--- config.mk ---
export PLATFORM = sky130hd
export DESIGN_NAME = trigger_sequencer
export DESIGN_NICKNAME = d
export VERILOG_FILES = /design/src/rtl/trigger_sequencer_pkg.sv /design/src/rtl/trigger_sequencer_channel.sv /design/src/rtl/trigger_sequencer.sv
export SDC_FILE = /design/constraint.sdc
export NUM_CORES = 1
export LEC_CHECK = 0
export CORE_MARGIN = 4
export CORE_UTILIZATION = 63
export DETAILED_ROUTE_END_ITERATION = 10
export HOLD_SLACK_MARGIN = 0.15
export PLACE_DENSITY = 0.89
export SLEW_MARGIN = 30
export SYNTH_ARGS = -nofsm -noshare
export SYNTH_HDL_FRONTEND = slang
export SYNTH_HIERARCHICAL = 1
export SYNTH_SLANG_ARGS = --single-unit
--- constraint.sdc ---
create_clock -name ipClk -period 15 [get_ports ipClk]
set_input_delay 3.75 -clock ipClk [delete_from_list [all_inputs] [get_ports ipClk]]
set_output_delay 3.75 -clock ipClk [all_outputs]
set_load 0.005 [all_outputs]
--- src/rtl/trigger_sequencer_pkg.sv ---
// -----------------------------------------------------------------------------
// trigger_sequencer_pkg
// Shared types and default widths for the multi-channel trigger sequencer.
//   chan_state_e     : per-channel sequencing state
//   DEF_*            : default parameter values used by the top level
//   MIN_/MAX_CHANNELS: supported channel count range
// -----------------------------------------------------------------------------
package trigger_sequencer_pkg;

  typedef enum logic [1:0] {
    ST_IDLE  = 2'd0,
    ST_DELAY = 2'd1,
    ST_HIGH  = 2'd2,
    ST_GAP   = 2'd3
  } chan_state_e;

  localparam int DEF_NUM_CHANNELS = 4;
  localparam int DEF_COUNT_WIDTH  = 16;
  localparam int DEF_REPEAT_WIDTH = 8;

  localparam int MIN_CHANNELS = 1;
  localparam int MAX_CHANNELS = 16;

endpackage : trigger_sequencer_pkg

--- src/rtl/trigger_sequencer_channel.sv ---
// -----------------------------------------------------------------------------
// trigger_channel
// One output channel of the trigger sequencer: latches its configuration on an
// accepted edge, then walks DELAY -> (HIGH -> GAP)* -> HIGH -> IDLE using a
// single down-counter with terminal-count compare plus a repeat down-counter.
//
// Ports
//   clk_i      : clock
//   rst_i      : synchronous active-high reset
//   edge_i     : shared master-trigger rising-edge strobe
//   enable_i   : channel enable; dropping it while running aborts the sequence
//   delay_i    : cycles from edge to first pulse
//   length_i   : high cycles per pulse (0 = channel ignores edges)
//   period_i   : pulse start to pulse start; clamped to at least length+1
//   repeat_i   : pulses per trigger (0 treated as 1)
//   trigger_o  : registered pulse output
//   busy_o     : registered "sequence in progress"
//   missed_o   : one-cycle strobe when an edge arrives while busy
//
// state   | meaning
// --------+----------------------------------------------------------
// IDLE    | waiting for an edge; config inputs are live
// DELAY   | counting out the initial delay before the first pulse
// HIGH    | output high, counting out the pulse length
// GAP     | output low between pulses, counting out period - length
// -----------------------------------------------------------------------------
module trigger_channel
  import trigger_sequencer_pkg::*;
#(
  parameter int COUNT_WIDTH  = DEF_COUNT_WIDTH,
  parameter int REPEAT_WIDTH = DEF_REPEAT_WIDTH
) (
  input  logic                    clk_i,
  input  logic                    rst_i,
  input  logic                    edge_i,
  input  logic                    enable_i,
  input  logic [COUNT_WIDTH-1:0]  delay_i,
  input  logic [COUNT_WIDTH-1:0]  length_i,
  input  logic [COUNT_WIDTH-1:0]  period_i,
  input  logic [REPEAT_WIDTH-1:0] repeat_i,
  output logic                    trigger_o,
  output logic                    busy_o,
  output logic                    missed_o
);

  localparam logic [COUNT_WIDTH-1:0]  CNT_ONE  = COUNT_WIDTH'(1);
  localparam logic [COUNT_WIDTH:0]    PEFF_ONE = (COUNT_WIDTH + 1)'(1);
  localparam logic [REPEAT_WIDTH-1:0] REP_ONE  = REPEAT_WIDTH'(1);

  chan_state_e             state_q, state_d;
  logic [COUNT_WIDTH-1:0]  cnt_q, cnt_d;
  logic [COUNT_WIDTH-1:0]  len_m1_q, len_m1_d;
  logic [COUNT_WIDTH-1:0]  gap_m1_q, gap_m1_d;
  logic [REPEAT_WIDTH-1:0] rep_q, rep_d;
  logic                    trig_q, trig_d;
  logic                    busy_q, busy_d;
  logic                    missed_q, missed_d;

  logic                    accept;
  logic [COUNT_WIDTH:0]    peff;
  logic [COUNT_WIDTH-1:0]  gap_m1_cfg;

  // Effective period is one bit wider so length+1 cannot wrap at full scale;
  // the resulting gap (peff - length) always fits back into COUNT_WIDTH.
  assign peff       = (period_i > length_i) ? {1'b0, period_i}
                                            : ({1'b0, length_i} + PEFF_ONE);
  assign gap_m1_cfg = COUNT_WIDTH'(peff - {1'b0, length_i} - PEFF_ONE);

  assign accept = edge_i && enable_i && (length_i != '0);

  always_comb begin
    state_d  = state_q;
    cnt_d    = cnt_q;
    len_m1_d = len_m1_q;
    gap_m1_d = gap_m1_q;
    rep_d    = rep_q;
    missed_d = edge_i && (state_q != ST_IDLE);

    case (state_q)
      ST_IDLE: begin
        if (accept) begin
          len_m1_d = length_i - CNT_ONE;
          gap_m1_d = gap_m1_cfg;
          // rep counts pulses still to come after the current one
          rep_d    = (repeat_i == '0) ? '0 : (repeat_i - REP_ONE);
          if (delay_i == '0) begin
            state_d = ST_HIGH;
            cnt_d   = length_i - CNT_ONE;
          end else begin
            state_d = ST_DELAY;
            cnt_d   = delay_i - CNT_ONE;
          end
        end
      end
      ST_DELAY, ST_GAP: begin
        if (cnt_q == '0) begin
          state_d = ST_HIGH;
          cnt_d   = len_m1_q;
        end else begin
          cnt_d = cnt_q - CNT_ONE;
        end
      end
      ST_HIGH: begin
        if (cnt_q == '0) begin
          if (rep_q == '0) begin
            state_d = ST_IDLE;
          end else begin
            rep_d   = rep_q - REP_ONE;
            state_d = ST_GAP;
            cnt_d   = gap_m1_q;
          end
        end else begin
          cnt_d = cnt_q - CNT_ONE;
        end
      end
      default: state_d = ST_IDLE;
    endcase

    if ((state_q != ST_IDLE) && !enable_i) begin
      state_d = ST_IDLE;
    end

    // Outputs are registered decodes of the next state so they line up with it.
    trig_d = (state_d == ST_HIGH);
    busy_d = (state_d != ST_IDLE);
  end

  always_ff @(posedge clk_i) begin
    if (rst_i) begin
      state_q  <= ST_IDLE;
      cnt_q    <= '0;
      len_m1_q <= '0;
      gap_m1_q <= '0;
      rep_q    <= '0;
      trig_q   <= 1'b0;
      busy_q   <= 1'b0;
      missed_q <= 1'b0;
    end else begin
      state_q  <= state_d;
      cnt_q    <= cnt_d;
      len_m1_q <= len_m1_d;
      gap_m1_q <= gap_m1_d;
      rep_q    <= rep_d;
      trig_q   <= trig_d;
      busy_q   <= busy_d;
      missed_q <= missed_d;
    end
  end

  assign trigger_o = trig_q;
  assign busy_o    = busy_q;
  assign missed_o  = missed_q;

endmodule : trigger_channel

--- src/rtl/trigger_sequencer.sv ---
// -----------------------------------------------------------------------------
// trigger_sequencer
// Multi-channel trigger sequencer. Detects the rising edge of the radar master
// trigger once and fans it out to NUM_CHANNELS independently programmed
// trigger_channel instances.
//
// Ports
//   ipClk     : clock
//   ipReset   : synchronous active-high reset
//   ipTrigger : master trigger (rising edge used)
//   ipEnable  : per-channel enable
//   ipDelay   : per-channel delay,  channel c at [c*COUNT_WIDTH +: COUNT_WIDTH]
//   ipLength  : per-channel pulse length
//   ipPeriod  : per-channel pulse period
//   ipRepeat  : per-channel pulse count, channel c at [c*REPEAT_WIDTH +: ...]
//   opTrigger : per-channel registered trigger outputs
//   opBusy    : per-channel sequence in progress
//   opMissed  : per-channel one-cycle dropped-edge strobe
// -----------------------------------------------------------------------------
module trigger_sequencer
  import trigger_sequencer_pkg::*;
#(
  parameter int NUM_CHANNELS = DEF_NUM_CHANNELS,
  parameter int COUNT_WIDTH  = DEF_COUNT_WIDTH,
  parameter int REPEAT_WIDTH = DEF_REPEAT_WIDTH
) (
  input  logic                               ipClk,
  input  logic                               ipReset,
  input  logic                               ipTrigger,
  input  logic [NUM_CHANNELS-1:0]            ipEnable,
  input  logic [NUM_CHANNELS*COUNT_WIDTH-1:0]  ipDelay,
  input  logic [NUM_CHANNELS*COUNT_WIDTH-1:0]  ipLength,
  input  logic [NUM_CHANNELS*COUNT_WIDTH-1:0]  ipPeriod,
  input  logic [NUM_CHANNELS*REPEAT_WIDTH-1:0] ipRepeat,
  output logic [NUM_CHANNELS-1:0]            opTrigger,
  output logic [NUM_CHANNELS-1:0]            opBusy,
  output logic [NUM_CHANNELS-1:0]            opMissed
);

  logic trig_prev_q;
  logic armed_q;
  logic trig_edge;

  // armed_q stays low for the first cycle out of reset so a trigger that is
  // already high at release is not mistaken for a fresh edge.
  always_ff @(posedge ipClk) begin
    if (ipReset) begin
      trig_prev_q <= 1'b0;
      armed_q     <= 1'b0;
    end else begin
      trig_prev_q <= ipTrigger;
      armed_q     <= 1'b1;
    end
  end

  assign trig_edge = ipTrigger && !trig_prev_q && armed_q;

  for (genvar c = 0; c < NUM_CHANNELS; c++) begin : g_chan
    trigger_channel #(
      .COUNT_WIDTH  (COUNT_WIDTH),
      .REPEAT_WIDTH (REPEAT_WIDTH)
    ) u_chan (
      .clk_i     (ipClk),
      .rst_i     (ipReset),
      .edge_i    (trig_edge),
      .enable_i  (ipEnable[c]),
      .delay_i   (ipDelay [c*COUNT_WIDTH  +: COUNT_WIDTH]),
      .length_i  (ipLength[c*COUNT_WIDTH  +: COUNT_WIDTH]),
      .period_i  (ipPeriod[c*COUNT_WIDTH  +: COUNT_WIDTH]),
      .repeat_i  (ipRepeat[c*REPEAT_WIDTH +: REPEAT_WIDTH]),
      .trigger_o (opTrigger[c]),
      .busy_o    (opBusy[c]),
      .missed_o  (opMissed[c])
    );
  end

endmodule : trigger_sequencer

* Yosys cells after proc, flatten, opt, wreduce, memory -nomap -nowiden *
Cells that the tools add are included.

storage, ports and cells
  word-level logic and storage cells = 254
  output and inout port bits = 12
  bits in registers = 246
  input bits = 231

cells by class
  mux-type cells = 77
  add/subtract/negate cells = 32
  eq/ne operators = 32
  reductions and logical operators = 75
  $lt $le $gt $ge = 4

operators with widths
  cell                                                 number
  two-way mux 16 bit                                   24
  subtractor 16 x 1 -> 16 bit, second input constant   16
  case mux 16 bit (3 select lines)                     4
  logical NOT 16 bit                                   8
  two-way mux 8 bit                                    16
  adder 16 x 1 -> 16 bit, second input constant        4
  greater-than comparator 16 bit                       4
  logical NOT 8 bit                                    8
  case mux 8 bit (2 select lines)                      4
  nonzero test 16 bit                                  4
  subtractor 16 bit                                    4
  subtractor 8 x 1 -> 8 bit, second input constant     8
  two-way mux 2 bit                                    24
  equality test 2 bit, second input constant           12
  case mux 2 bit (3 select lines)                      4
  nonzero test 2 bit                                   12
  logical AND 1 bit                                    18
  != test 2 x 1 -> 1 bit, second input constant        8
  AND reduction 2 bit                                  8
  AND reduction 4 bit                                  4
  != test 3 bit, second input constant                 4
  equality test 2 x 1 -> 1 bit, second input constant  4
  logical NOT 2 bit                                    4
  != test 2 bit, second input constant                 4
  3 further kinds                                      10

* Logic depth before layout (Yosys ltp) *
  word-level depth = 9
  gate-level depth with buffers = 20
  mapped depth without buffers = 19

* By module *
Netlist, hierarchy kept.

by module, submodules not included
  module                                  cells an instance  area an instance (µm²)  instances  sequential area each (µm²)
  trigger_channel (g_chan[0].u_chan ...)  766                5700.5                  2          1221.2
  trigger_channel (g_chan[2].u_chan)      742                5489.0                  1          1221.2
  trigger_channel (g_chan[3].u_chan)      736                5387.7                  1          1221.2
  trigger_sequencer                       5                  58.8                    1          40.0

* Least setup slack after synthesis *
OpenSTA, ideal clock, no wires.

  kind = input-to-reg
  start = in ipLength[34]
  end = reg g_chan[2].u_chan.gap_m1_q[10]
  required time = 14.938 ns
  path buffers = 3
  path slack = 7.303 ns
  cell stages on the path = 20
  setup time = 0.062 ns
  arrival time = 7.635 ns
  cell sequence = buf_2 -> inv_1 -> ha_1 -> o211ai_1 -> a2111oi_0 -> nor4_1 -> or2_2 -> clkbuf_1 -> clkbuf_1 -> a21oi_1 -> ha_1 -> inv_1 -> fa_1 -> nor2b_1 -> o21a_1 -> o21ai_0 -> a32oi_1 -> a31oi_1 -> or4_1 -> nand3_1

on the way
  cells in the longest elaborated chain, start to end = 4
  elaborated cells on any way between the ends = 8
  classes of those cells = 3 x add/sub; 1 x order compare; 1 x mux; 3 x reduce/logical

ends and longest elaborated chain
  what                                                                             RTL line                                                          RTL
  start: declaration                                                               trigger_sequencer.sv:32                                           input logic [NUM_CHANNELS*COUNT_WIDTH-1:0] ipLength,
  adder 16 x 1 -> 16 bit / greater-than comparator 16 bit (equally long branches)  trigger_sequencer_channel.sv:66, trigger_sequencer_channel.sv:65
  two-way mux 16 bit                                                               trigger_sequencer_channel.sv:65                                   assign peff = (period_i > length_i) ? {1'b0, period_i}
  subtractor 16 bit                                                                trigger_sequencer_channel.sv:67                                   assign gap_m1_cfg = COUNT_WIDTH'(peff - {1'b0, length_i} - PEFF_ONE);
  subtractor 16 x 1 -> 16 bit                                                      trigger_sequencer_channel.sv:67
  end signal: assignment                                                           trigger_sequencer_channel.sv:142                                  gap_m1_q <= gap_m1_d;
  end: declaration                                                                 trigger_sequencer_channel.sv:53                                   logic [COUNT_WIDTH-1:0] gap_m1_q, gap_m1_d;

Several ways; a longest one is shown, not always the timed one.
A chain may end at the register's enable or synchronous reset.

* Worst setup path in the final report *
  start = in ipLength[33]
  end = reg g_chan[2].u_chan.gap_m1_q[10]

The elaborated chain is that of the path after synthesis.

==> flow_summary_export.csv <==
group,metric,value,unit
sta,fin_setup_tns,0,ps
sta,max_freq,120.2,MHz
route,dr.first_iter.drc_count,2505,
floorplanning,rows,68,
power,leakage,9.819,nW
placement,port_buffers,242,
logic_synthesis,ys_seq_elements,246,
sta,tightestPinTransition,936.4,ps
global_routing,grt_overflow_total,0,
worst_setup_path,r2r_cells,9,
clock_network,cts_resized,0,
worst_hold_path,hold_class,"reg2reg",
cells_and_area,multiInputGateArea,0.01614,sq mm
worst_setup_path,crit_end,"g_chan[2].u_chan/gap_m1_q[10]",
clock_network,clockBufferDepth,3,
worst_setup_path,endpoint_kind,"flop",
global_routing,antenna_found_initial,3,
power,power.total,2.408,mW
worst_setup_path,path_depth,19,
clock_network,cts_inserted_buffers,30,
sta,skew,14.48,ps
floorplanning,core_area,0.03480,sq mm
clock_network,cts_tree,"built",
clock_network,worstSkewPairLatency,570,ps
worst_setup_path,r2r-end,"g_chan[2].u_chan/cnt_q[1]",
sta,slew-limit-headroom,37.05,%
cells_and_area,layout-drive-gt1-share,4.991,%
run,drv_cap,0,
clock_network,hold_buffers,0,
worst_setup_path,r2r_slack,11830,ps
route,vias,23740,
logic_synthesis,synthCells,3015,
logic_synthesis,syn_nets,3412,
global_routing,grt_start_max_net_pins,120,
logic_synthesis,ys_types,98,
sta,min_period,8319,ps
worst_setup_path,crit_fanout,29,
worst_setup_path,crit_type,"in2reg",
global_routing,grtUsageMet3,5.066,%
floorplanning,die_y,196.3,um
worst_setup_path,max_stage_delay,620,ps
clock_network,h-tree-depth,1,
worst_hold_path,hold_depth,2,
worst_setup_path,critPathTopFamily,"compound AO/OA/AOI/OAI gates",
route,via_per_inst,6.549,
logic_synthesis,synth.avg_cell_area,7.408,sq um
worst_setup_path,r2r-start,"g_chan[2].u_chan/cnt_q[0]",
sta,slew_viol_final,0,
clock_network,clk_pin_slew,60,ps
worst_setup_path,arrival,8820,ps
logic_synthesis,syn_area,0.02234,sq mm
power,power_density,93.41,mW/mm^2
logic_synthesis,synth_edf_count,0,
sta,post-route-period-util,55.46,%
clock_network,post_cts_buffers,0,
power,ir_drop,112.9,uV
cells_and_area,ff_latch_area,0.004926,sq mm
sta,hold_viol_final,0,
logic_synthesis,ys.flop_type,"dfxtp_1",
global_routing,use_met1,47.30,%
cells_and_area,area_delta_synth_final,15.39,%
global_routing,grt_first_pass_wirelength,115.4,mm
sta,setup_violations,0,
worst_setup_path,crit_path_start_kind,"input pin",
sta,rsz0062_at_grt,"false",
cells_and_area,nets,3539,
placement,gp_congestion,1.040,
worst_setup_path,path_cells,"clkdlybuf4s50_1 > inv_1 > ha_1 > nor2b_1 > o211ai_1 > a2111oi_0 > nor4_1 > or2_2 > a21oi_1 > ha_1 > inv_1 > fa_1 > nor2b_1 > o21a_1 > o21ai_0 > a32oi_1 > a31oi_1 > or4_1 > nand3_1",
outcome,status,"finished clean",
logic_synthesis,seq_area_frac_synth,22.05,%
global_routing,gr-max-usage-layer,"met2",
placement,place_hpwl,54.29,mm
global_routing,grt_usage,35.30,%
route,ant_nets,0,
global_routing,grt_use_met2,58.04,%
worst_setup_path,path_buf_inv,3,
logic_synthesis,synthArstFlopShare,0,%
floorplanning,dieArea,0.03853,sq mm
worst_setup_path,slowest_stage,"clkdlybuf4s50_1",
floorplanning,die_w,196.3,um
worst_setup_path,cp_data_required_time,15500,ps
clock_network,cts.sinks,246,
route,wl_per_cell,20.00,um
worst_setup_path,crit_start,"ipLength[33]",
floorplanning,io_pins,243,
cells_and_area,nFillCells,2688,
global_routing,grt_pass1_vias,22720,
route,dr.pass1.iters,6,
logic_synthesis,yosysWarnings,6,
worst_hold_path,worstHoldStart,"g_chan[2].u_chan/gap_m1_q[2]",
route,wl,72.47,mm
route,drc,0,
floorplanning,start_util,64.19,%
clock_network,clock-root-buffer,"clkbuf_16",
-- kinds of logic (layout without fill, tap and decap cells) --
| group | count (synthesis) | count (layout) | share of synthesized area (%) |
|---|---|---|---|
| other cells | 0 | 3 | 0 |
| compound gates | 841 | 841 | 25.66 |
| simple gates | 1207 | 1207 | 26.84 |
| fa+ha+maj | 166 | 166 | 9.433 |
| flops | 246 | 246 | 22.05 |
| mux | 24 | 24 | 1.109 |
| xor+xnor | 231 | 231 | 9.058 |
| buf+inv | 300 | 451 | 5.859 |
-- cells in the mapped netlist, types with 30 or more instances --
cell type    n  area (sq um)
a211oi_1   102         765.7
a21o_1      42         315.3
a21oi_1    187         935.9
buf_2       32         160.2
clkbuf_1   101         379.1
dfxtp_1    246          4925
ha_1       162          2027
inv_1      138         518.0
nand2_1    304          1141
nand3_1     86         430.4
nand4_1     34         212.7
nor2_1     360          1351
nor2b_1     30         187.7
nor3_1     111         555.5
nor4_1      39         244.0
o211ai_1    32         240.2
o21ai_0    170         850.8
o221ai_1    35         306.5
or3_1       31         193.9
xnor2_1    177          1550
xor2_1      54         473.0
-- through the flow --
| step | cells | hold WS (ps) | area (sq um) | utilization, % | setup WS (ps) |
|---|---|---|---|---|---|
| finish | 3624 | 451.5 | 25770 | 74.07 | 6681 |
| global route | 3623 | 471.2 | 25770 | 74.06 | 6294 |
| global placement | 3565 | 439.7 | 24670 | 70.90 | 6304 |
| floorplan | 3015 | 427.5 | 22340 | - | 7303 |
| CTS | 3621 | 448.4 | 25750 | 74.01 | 6765 |
| detailed placement | 3565 | 440.4 | 24670 | 70.90 | 6245 |
-- worst min path at each step --
stage,to
floorplan,g_chan[3].u_chan/gap_m1_q[10]
global placement,g_chan[3].u_chan/gap_m1_q[7]
detailed placement,g_chan[2].u_chan/gap_m1_q[2]
CTS,g_chan[2].u_chan/gap_m1_q[2]
global route,g_chan[0].u_chan/gap_m1_q[2]
finish,g_chan[2].u_chan/gap_m1_q[2]
-- power breakdown --
part / switching (mW) / total, mW / internal [mW]
sequential: 0.0452 / 0.741 / 0.695
combinational: 0.518 / 0.869 / 0.351
clock: 0.301 / 0.798 / 0.496
-- worst reg2reg max path: stages, from the launching register on --
cell and delay, ps:
dfxtp_1 320, inv_1 120, ha_1 180, nor4b_1 380, and2_0 410, nand2_2 290, o21a_1 310, nor3_2 620
a31oi_1 130, a221oi_1 320
-- cells in the final DEF, fill, tap and decap left out, types with 18 or more instances in the layout --
| cell | count |
|---|---|
| mux2i_1 | 18 |
| ha_1 | 162 |
| or4_1 | 20 |
| inv_1 | 138 |
| o211ai_1 | 32 |
| nor2b_1 | 30 |
| nand4_1 | 34 |
| a211o_1 | 18 |
| o21a_1 | 29 |
| nor2_1 | 355 |
| clkbuf_16 | 30 |
| and3_1 | 26 |
| a21o_1 | 42 |
| and2_1 | 18 |
| nand2_1 | 304 |
| nand3b_1 | 24 |
| nand3_1 | 86 |
| nor3_1 | 111 |
| xnor2_1 | 177 |
| clkdlybuf4s50_1 | 241 |
| a211oi_1 | 102 |
| a31oi_1 | 29 |
| nand2b_1 | 20 |
| or3_1 | 31 |
| a21oi_1 | 187 |
| xor2_1 | 54 |
| o21ai_0 | 170 |
| o22ai_1 | 27 |
| nor4_1 | 39 |
| o221ai_1 | 35 |
| dfxtp_1 | 245 |
| a311oi_1 | 28 |
-- final cells by class --
class | instances | share of cell area [%]
Multi-Input combinational cell | 2469 | 62.63
Sequential cell | 246 | 19.11
Timing Repair Buffer | 254 | 9.763
Clock buffer | 43 | 3.296
Tap cell | 455 | 2.209
Inverter | 141 | 2.053
Clock inverter | 13 | 0.9078
Antenna cell | 3 | 0.02913
-- layer usage --
layer  up-vias  routed length [um]
li1      11270                   -
met1     10920               29860
met2      1319               33110
met3       220                6596
met4         2                2895
met5         -                   9
-- sequential cells by signal (all words and copies together), names as in the netlist --
name and flops:
g_chan.u_chan/trigger_o 4, g_chan.u_chan/len_m1_q 64, trig_prev_q 1, g_chan.u_chan/cnt_q 64
g_chan.u_chan/rep_q 32, g_chan.u_chan/missed_o 4, armed_q 1, g_chan.u_chan/state_q 8
g_chan.u_chan/busy_o 4, g_chan.u_chan/gap_m1_q 64
Power figures use the tool's default switching activity.
